<file path="src/rtl/uart_tx_buffer.sv">
// Transmit FIFO feeding the UART transmitter: buffers producer bursts and
// hands bytes one at a time to the UART via a single-cycle send_req pulse.
module uart_tx_buffer #(
    parameter int DEPTH     = 16,
    parameter int ADDR_W    = 4,
    parameter int DATA_SIZE = 8
) (
    input  logic                 clk,
    input  logic                 rst_n,
    input  logic                 wr_en,
    input  logic [DATA_SIZE-1:0] wr_data,
    output logic                 wr_ready,
    input  logic                 flush,
    input  logic                 ovf_clr,
    input  logic                 tx_ready,
    output logic                 send_req,
    output logic [DATA_SIZE-1:0] tx_data,
    output logic [ADDR_W:0]      count,
    output logic                 empty,
    output logic                 overflow
);

    typedef enum logic [1:0] {
        IDLE,
        REQ,
        WAIT_BUSY
    } state_t;

    localparam logic [ADDR_W:0]   FULL_CNT = (ADDR_W + 1)'(DEPTH);
    localparam logic [ADDR_W:0]   CNT_ONE  = (ADDR_W + 1)'(1);
    localparam logic [ADDR_W-1:0] PTR_ONE  = ADDR_W'(1);

    logic [DATA_SIZE-1:0] mem [DEPTH];

    state_t               state_q, state_d;
    logic [ADDR_W-1:0]    wr_ptr_q, wr_ptr_d;
    logic [ADDR_W-1:0]    rd_ptr_q, rd_ptr_d;
    logic [ADDR_W:0]      count_q, count_d;
    logic [DATA_SIZE-1:0] tx_data_q, tx_data_d;
    logic                 ovf_q, ovf_d;

    logic full;
    logic push;
    logic pop;

    assign full = (count_q == FULL_CNT);
    // Flush outranks a same-cycle push; a full FIFO drops the push even if a pop frees a slot.
    assign push = wr_en && !full && !flush;

    always_comb begin
        state_d   = state_q;
        pop       = 1'b0;
        unique case (state_q)
            IDLE: begin
                if ((count_q != '0) && tx_ready && !flush) begin
                    pop     = 1'b1;
                    state_d = REQ;
                end
            end
            REQ:       state_d = WAIT_BUSY;
            WAIT_BUSY: if (!tx_ready) state_d = IDLE;
            default:   state_d = IDLE;
        endcase
    end

    always_comb begin
        wr_ptr_d  = wr_ptr_q;
        rd_ptr_d  = rd_ptr_q;
        count_d   = count_q;
        tx_data_d = tx_data_q;
        ovf_d     = ovf_q;

        if (pop) begin
            tx_data_d = mem[rd_ptr_q];
        end

        if (flush) begin
            wr_ptr_d = '0;
            rd_ptr_d = '0;
            count_d  = '0;
        end else begin
            if (push) wr_ptr_d = wr_ptr_q + PTR_ONE;
            if (pop)  rd_ptr_d = rd_ptr_q + PTR_ONE;
            unique case ({push, pop})
                2'b10:   count_d = count_q + CNT_ONE;
                2'b01:   count_d = count_q - CNT_ONE;
                default: count_d = count_q;
            endcase
        end

        if (flush) begin
            ovf_d = 1'b0;
        end else if (wr_en && full) begin
            ovf_d = 1'b1;
        end else if (ovf_clr) begin
            ovf_d = 1'b0;
        end
    end

    always_ff @(posedge clk) begin
        if (!rst_n) begin
            state_q   <= IDLE;
            wr_ptr_q  <= '0;
            rd_ptr_q  <= '0;
            count_q   <= '0;
            tx_data_q <= '0;
            ovf_q     <= 1'b0;
        end else begin
            state_q   <= state_d;
            wr_ptr_q  <= wr_ptr_d;
            rd_ptr_q  <= rd_ptr_d;
            count_q   <= count_d;
            tx_data_q <= tx_data_d;
            ovf_q     <= ovf_d;
        end
    end

    always_ff @(posedge clk) begin
        if (rst_n && push) begin
            mem[wr_ptr_q] <= wr_data;
        end
    end

    assign send_req = (state_q == REQ);
    assign tx_data  = tx_data_q;
    assign count    = count_q;
    assign empty    = (count_q == '0);
    assign wr_ready = !full;
    assign overflow = ovf_q;

endmodule

</file>
<file path="config.mk">
export PLATFORM = sky130hd
export DESIGN_NAME = uart_tx_buffer
export DESIGN_NICKNAME = d
export VERILOG_FILES = /design/src/rtl/uart_tx_buffer.sv
export SDC_FILE = /design/constraint.sdc
export NUM_CORES = 1
export LEC_CHECK = 0
export CORE_MARGIN = 10
export CORE_UTILIZATION = 45
export DETAILED_ROUTE_END_ITERATION = 7
export GPL_TIMING_DRIVEN = 0
export PLACE_DENSITY = 0.71
export SLEW_MARGIN = 20
export SYNTH_ARGS = -nofsm -noshare
export SYNTH_HDL_FRONTEND = slang
export SYNTH_SLANG_ARGS = --single-unit
</file>
<file path="constraint.sdc">
create_clock -name clk -period 3.6 [get_ports clk]
set_input_delay 0.72 -clock clk [delete_from_list [all_inputs] [get_ports clk]]
set_output_delay 0.72 -clock clk [all_outputs]
set_load 0.02 [all_outputs]
</file>
==> qor.csv, run 1 <==
stage,metric,value,unit
final_layout,final_area,0.00731,mm²
synth,async_flop_share,0,%
floorplanning,fp.dieH,137,µm
status,status,"complete, no violations",
floorplanning,ios,31,
power,netSwitchingFraction,18.8,%
timing,fin_crit_sh,94.0,%
floorplanning,die_w,137,µm
timing,final_hold_viol_count,0,
synth,netlist_area,0.00612,mm²
final_layout,area_growth,19.5,%
synth,yosysWarningCount,0,
critical_path,critPathCaptureType,register,
power,ir_drop,0.334,mV
synth,synth_top_family_by_area,multiplexers,
final_layout,drive_gt1_share,13.8,%
timing,grt_setup_unrepaired,false,
clock_network,root_buffer,clkbuf_16,
drt,ant_nets,0,
critical_path,cpMaxStageDelayCell,or4b_4,
drt,post_drt_wl_per_cell,20.6,µm
power,leakage,2.31,nW
critical_path,worstSetupPathType,input port to register,
placement,placed_area,0.00665,mm²
clock_network,cts_buffers,17,
synth,synth_xor_area_share,1.15,%
drt,route.vias.total,3489,
grt,overflow,0,
final_layout,finalNetCount,466,
timing,worstMarginPinSlew,934,ps
clock_network,clk_pin_slew,50,ps
floorplanning,rows,42,
clock_network,tritoncts,built,
power,pwr-share-comb,2.4,%
synth,synth_flop_cell,edfxtp_1,
floorplanning,core,0.0133,mm²
synth,synth_edf_count,128,
critical_path,crit_chain,clkdlybuf4s50_1 > or4b_4 > a21oi_4 > buf_4 > ha_2 > inv_1 > fa_1 > nor2b_1 > o21ai_0 > nor4b_1 > or3_1 > a21oi_1,
job,max_cap_viol_count,0,
grt,grtUsageTotal,14.8,%
critical_path,cp.required,3950,ps
power,netSwitchingPower,742,µW
grt,antenna_found_initial,0,
synth,ys_types,41,
drt,totalWireLength,13000,µm
placement,hpwl,8570,µm
critical_path,slowest_delay,520,ps
power,fin_total_pwr,3.94,mW
synth,synth-simple-area-share,7.00,%
timing,period_minus_slack,3380,ps
critical_path,crit_path_max_fanout,10,
power,seqPwrFrac,48.7,%
clock_network,cts_hold_buf,0,
timing,fin_worst_skew,8.32,ps
timing,fmax,295,MHz
grt,grt_pass1_wl,20400,µm
clock_network,clk_latency,430,ps
power,pwr-share-clk,48.9,%
synth,synth_seq_cells,152,
synth,syn_nets,417,
critical_path,critPathLaunchType,input port,
drt,drc_errors,0,
grt,grt_pass1_vias,3552,
floorplanning,initial_utilization,46.0,%
timing,drv_slew,0,
drt,viasPerCell,5.53,
final_layout,nFillCells,1025,
placement,io_buffers,30,
synth,synth_compound_area_share,5.50,%
placement,place.gp.congestion,0.846,
floorplanning,die_area,0.0187,mm²
power,p_int,3.20,mW
clock_network,cts-htree-levels,4,
synth,synthMuxAreaShare,11.1,%
grt,grt_max_degree,17,
clock_network,clk_path_buf_depth,2,
clock_network,cts_num_sinks,152,
synth,synth_adder_area_share,2.17,%
power,power_per_cell_area,539,mW/mm²
timing,finalSetupViolCount,0,
drt,drtPass1Iterations,7,
synth,syn_avg_cell_area,15.6,µm²
drt,drtIter0Drc,320,
synth,ys_seq_area_share,70.7,%
timing,final.setup.tns,0,ps
timing,slew_headroom,37.5,%
synth,syn_inst,393,
min_path,hold_path_class,register to register,
timing,holdWs,523,ps
critical_path,worst-endpoint-arrival,3740,ps
final_layout,antenna_cells,0,
power by group through the flow:
| stage | logic (mW) | clock network, mW | registers, mW |
|---|---|---|---|
| 2_1_floorplan | 0.0345 | 0 | 1.96 |
| 3_3_place_gp | 0.0906 | 0 | 1.96 |
| 3_5_place_dp | 0.0944 | 0 | 1.96 |
| 4_1_cts | 0.0948 | 1.94 | 1.92 |
| 5_1_grt | 0.102 | 2.04 | 1.92 |
| 6_report | 0.0943 | 1.92 | 1.92 |
stage by stage:
stage | instances | worst slack [ps] | util, %
finish | 631 | 216 | 55.0
global route | 631 | 19.7 | 55.0
CTS | 631 | 118 | 54.9
detailed placement | 599 | -318 | 50.0
global placement | 599 | -258 | 49.9
floorplan | 393 | 520 | -
synthesized netlist by cell type, drive strengths merged (3+ instances only):
cell type	count	area (µm²)
xor2	6	52.6
nor2	27	101
a21oi	9	56.3
nor3	13	65.1
dfxtp	24	480
nand2	22	82.6
mux4	11	248
ha	9	113
nor2b	5	31.3
edfxtp	128	3840
a31oi	5	31.3
nand2b	3	18.8
clkbuf	6	22.5
o22ai	21	131
mux2i	43	430
buf	13	86.3
o21ai	15	78.8
inv	10	37.5
flip-flops by register name, indices dropped and copies added (netlist names):
register,cells
count,5
mem,128
overflow,1
rd_ptr_q,4
state_q,2
tx_data,8
wr_ptr_q,4
logic make-up after synthesis:
| family | count (synthesis) |
|---|---|
| buffers and inverters | 29 |
| and+or+nand+nor | 85 |
| DFF | 152 |
| AOI/OAI and AO/OA | 55 |
| adders and majority gates | 10 |
| xor gates and xnor gates | 8 |
| muxes | 54 |
final timing paths:
check / startpoint / endpoint / slack [ps] / depth (start not counted)
worst max-delay path: flush / count[4] / 220 / 12
worst min-delay path: wr_ptr_q[1] / wr_ptr_q[1] / 520 / 2
worst max register to register: state_q[1] / count[4] / 610 / 11
worst min register to register: wr_ptr_q[1] / wr_ptr_q[1] / 520 / 2
area by class of cell:
| cell class | count | area, µm² | share of cell area (%) |
|---|---|---|---|
| Inverter | 10 | 37.5 | 0.514 |
| Clock buffer | 20 | 447 | 6.11 |
| Multi-Input combinational cell | 212 | 1670 | 22.8 |
| Sequential cell | 152 | 4320 | 59.2 |
| Tap cell | 176 | 220 | 3.01 |
| Clock inverter | 12 | 200 | 2.74 |
| Buffer | 19 | 111 | 1.52 |
| Timing Repair Buffer | 30 | 300 | 4.11 |
critical path: cells and delay by family:
kind,cells,cell delay [ps]
simple gates,4,1180
buf+inv,3,750
fa+ha+maj,2,640
compound gates,3,440
per-layer routing:
metal  share of wire (%)  track usage, %  up-vias
met5                   0               0        -
met4                 1.8            4.97        0
met3                 6.4            4.77       15
met2                  51            23.8      126
met1                  41            18.6     1739
li1                    -               -     1609
repair_timing:
action	in CTS	in global routing
buffers inserted	0	0
endpoints found under the setup margin	0	1
gates resized for setup	0	3
layout by cell type (no fill, tap or decap), types with 3 or more instances in the layout:
| cell type | count |
|---|---|
| edfxtp_1 | 128 |
| mux2i_1 | 43 |
| clkdlybuf4s50_1 | 30 |
| nor2_1 | 27 |
| dfxtp_1 | 24 |
| nand2_1 | 22 |
| o22ai_1 | 21 |
| clkbuf_16 | 17 |
| mux4_2 | 11 |
| inv_1 | 10 |
| nor3_1 | 9 |
| o21ai_0 | 9 |
| clkbuf_1 | 8 |
| a21oi_1 | 8 |
| ha_1 | 8 |
| xor2_1 | 6 |
| buf_4 | 5 |
| nor2b_1 | 5 |
| buf_2 | 5 |
| o21ai_1 | 5 |
| a31oi_1 | 5 |
| bufinv_16 | 5 |
| nor3_2 | 4 |
| nand2b_1 | 3 |
| clkinvlp_4 | 3 |
Note: power is estimated with default switching activity, not from simulation.
==> run 2, diff against run 1 <==
--- a/config.mk
+++ b/config.mk
@@ -14,3 +14,4 @@
 export SYNTH_ARGS = -nofsm -noshare
 export SYNTH_HDL_FRONTEND = slang
 export SYNTH_SLANG_ARGS = --single-unit
+export TNS_END_PERCENT = 10
==> results of run 2 <==
No change in the layout: final DEF, timing and power equal those of run 1.
==> run 3, diff against run 2 <==
--- a/config.mk
+++ b/config.mk
@@ -5,7 +5,6 @@
 export SDC_FILE = /design/constraint.sdc
 export NUM_CORES = 1
 export LEC_CHECK = 0
-export CORE_MARGIN = 10
 export CORE_UTILIZATION = 45
 export DETAILED_ROUTE_END_ITERATION = 7
 export GPL_TIMING_DRIVEN = 0
==> run 3 against run 2 <==
Wire length decreased by 3.6%; cell area fell by 0.58%; global-route usage grew 4.3 points; setup slack got worse by 72 ps; first-iteration DRC count is 14% higher; sequential power about the same; critical endpoint unchanged; highest routed layer unchanged; largest cell class unchanged; clock skew decreased by 3.1 ps; utilization is 0.10 points lower; sequential share of layout area grew 0.35 points.
==> qor.csv, run 3 (synthesis results as in run 1) <==
stage,metric,value,unit,change
final_layout,antenna_cells,0,,unchanged
final_layout,finalNetCount,466,,unchanged
power,netSwitchingFraction,19.1,%,+0.22 points
floorplanning,die_area,0.0141,mm²,-25%
critical_path,cpMaxStageDelayCell,or4b_4,,
drt,drtIter0Drc,365,,+14%
placement,io_buffers,30,,unchanged
drt,post_drt_wl_per_cell,19.9,µm,-3.4%
critical_path,critPathLaunchType,input port,,
final_layout,final_area,0.00727,mm²,-0.58%
clock_network,clk_latency,410,ps,-20 ps
floorplanning,core,0.0132,mm²,-0.40%
critical_path,crit_path_max_fanout,10,,unchanged
floorplanning,ios,31,,unchanged
power,fin_total_pwr,3.83,mW,-2.7%
drt,drtPass1Iterations,6,,-1
critical_path,critPathCaptureType,register,,
status,status,"complete, no violations",,
clock_network,cts-htree-levels,4,,unchanged
final_layout,final_core_util,54.9,%,-0.10 points
drt,drc_errors,0,,unchanged
timing,fin_worst_skew,5.17,ps,-3.15 ps
grt,grt_max_degree,17,,unchanged
placement,place.gp.congestion,0.806,,-4.7%
clock_network,root_buffer,clkbuf_16,,
drt,route.vias.total,3450,,-1.1%
timing,slew_headroom,38.6,%,+1.1 points
drt,viasPerCell,5.48,,-0.96%
timing,fin_crit_sh,96.0,%,+2.0 points
final_layout,drive_gt1_share,13.4,%,-0.41 points
timing,drv_slew,0,,unchanged
placement,hpwl,8470,µm,-1.1%
clock_network,clk_path_buf_depth,2,,unchanged
critical_path,cp.required,3940,ps,about the same
power,pwr-share-comb,2.5,%,about the same
floorplanning,initial_utilization,46.2,%,+0.18 points
final_layout,area_growth,18.8,%,
clock_network,cts_hold_buf,0,,unchanged
placement,placed_area,0.00666,mm²,about the same
timing,grt_setup_unrepaired,false,,
clock_network,cts_num_sinks,152,,unchanged
clock_network,clk_pin_slew,60,ps,about the same
floorplanning,die_w,119,µm,-13%
job,max_cap_viol_count,0,,unchanged
drt,totalWireLength,12500,µm,-3.6%
power,pwr-share-clk,47.4,%,-1.5 points
floorplanning,fp.dieH,119,µm,-13%
final_layout,largest_reg_flops,128,,unchanged
power,power_per_cell_area,527,mW/mm²,-2.2%
grt,grt_pass1_wl,19700,µm,-3.8%
grt,overflow,0,,unchanged
power,leakage,2.28,nW,-1.0%
timing,fmax,289,MHz,-2.1%
critical_path,worst-endpoint-arrival,3800,ps,+60 ps
power,p_int,3.10,mW,-3.0%
grt,antenna_found_initial,0,,unchanged
timing,final_hold_viol_count,0,,unchanged
power,seqPwrFrac,50.1,%,+1.4 points
final_layout,layout_common_cells,"128 x edfxtp_1, 43 x mux2i_1, 30 x clkdlybuf4s50_1",,
clock_network,cts_buffers,17,,unchanged
critical_path,worstSetupPathType,input port to register,,
timing,period_minus_slack,3460,ps,+71.8 ps
floorplanning,rows,42,,unchanged
clock_network,cts_setup_buffers,0,,unchanged
power,ir_drop,0.321,mV,-3.7%
drt,ant_nets,0,,unchanged
timing,worstMarginPinSlew,917,ps,-16.9 ps
clock_network,tritoncts,built,,
timing,finalSetupViolCount,0,,unchanged
grt,grt_pass1_vias,3463,,-2.5%
final_layout,largest-register,mem,,
final_layout,final_common_cell,edfxtp_1,,
power,netSwitchingPower,730,µW,-1.6%
critical_path,crit_chain,clkdlybuf4s50_1 > or4b_4 > a21oi_4 > buf_2 > ha_1 > inv_1 > fa_1 > nor2b_1 > o21ai_0 > nor4b_1 > or3_1 > a21oi_1,,
grt,grtUsageTotal,19.1,%,+4.3 points
min_path,hold_path_class,register to register,,
critical_path,slowest_delay,510,ps,about the same
clock_network,post_cts_resized,0,,unchanged
-- run 3: final timing paths --
path                            endpoint  slack [ps]        from  cells past startpoint
worst min-delay path            overflow         500    overflow                      2
worst max-delay path            count[4]         140       flush                     12
worst max register to register  count[4]         540  state_q[1]                     11
worst min register to register  overflow         500    overflow                      2
-- run 3: routing by layer --
layer,global-route usage [%],wire length [µm],vias to the layer above
li1,-,-,1601
met1,26.1,5510,1727
met2,30.6,6140,109
met3,4.01,722,13
met4,6.57,158,0
met5,0,0,-
-- run 3: power groups by stage --
stage	combinational (mW)	clock [mW]	sequential [mW]
after floorplan	0.0345	0	1.96
after global placement	0.0893	0	1.96
after detailed placement	0.0937	0	1.96
after CTS	0.0941	1.83	1.92
after global routing	0.102	1.89	1.92
final	0.0940	1.82	1.92
-- run 3: per-stage QoR --
step           setup TNS, ps  setup WS (ps)  hold slack, ps  instances
3_5_place_dp            -246           -246             482        599
3_3_place_gp            -188           -188             472        599
2_1_floorplan              0            520             482        393
5_1_grt                    0           15.6             538        630
4_1_cts                    0            168             498        630
6_report                   0            144             497        630
-- run 3: critical path: cells and delay by family --
kind            cells  cell delay (ps)
simple gates        4             1150
buf+inv             3              820
fa+ha+maj           2              690
compound gates      3              410
-- run 3: final cells by class --
| cell class | count | area (µm²) |
|---|---|---|
| clock buffers | 18 | 429 |
| clock inverters | 13 | 180 |
| flip-flops and latches | 152 | 4320 |
| multi-input cells | 212 | 1670 |
| repair buffers | 30 | 300 |
| fillers | 1047 | 5980 |
| well taps | 176 | 220 |
| inverters | 10 | 37.5 |
| plain buffers | 19 | 109 |
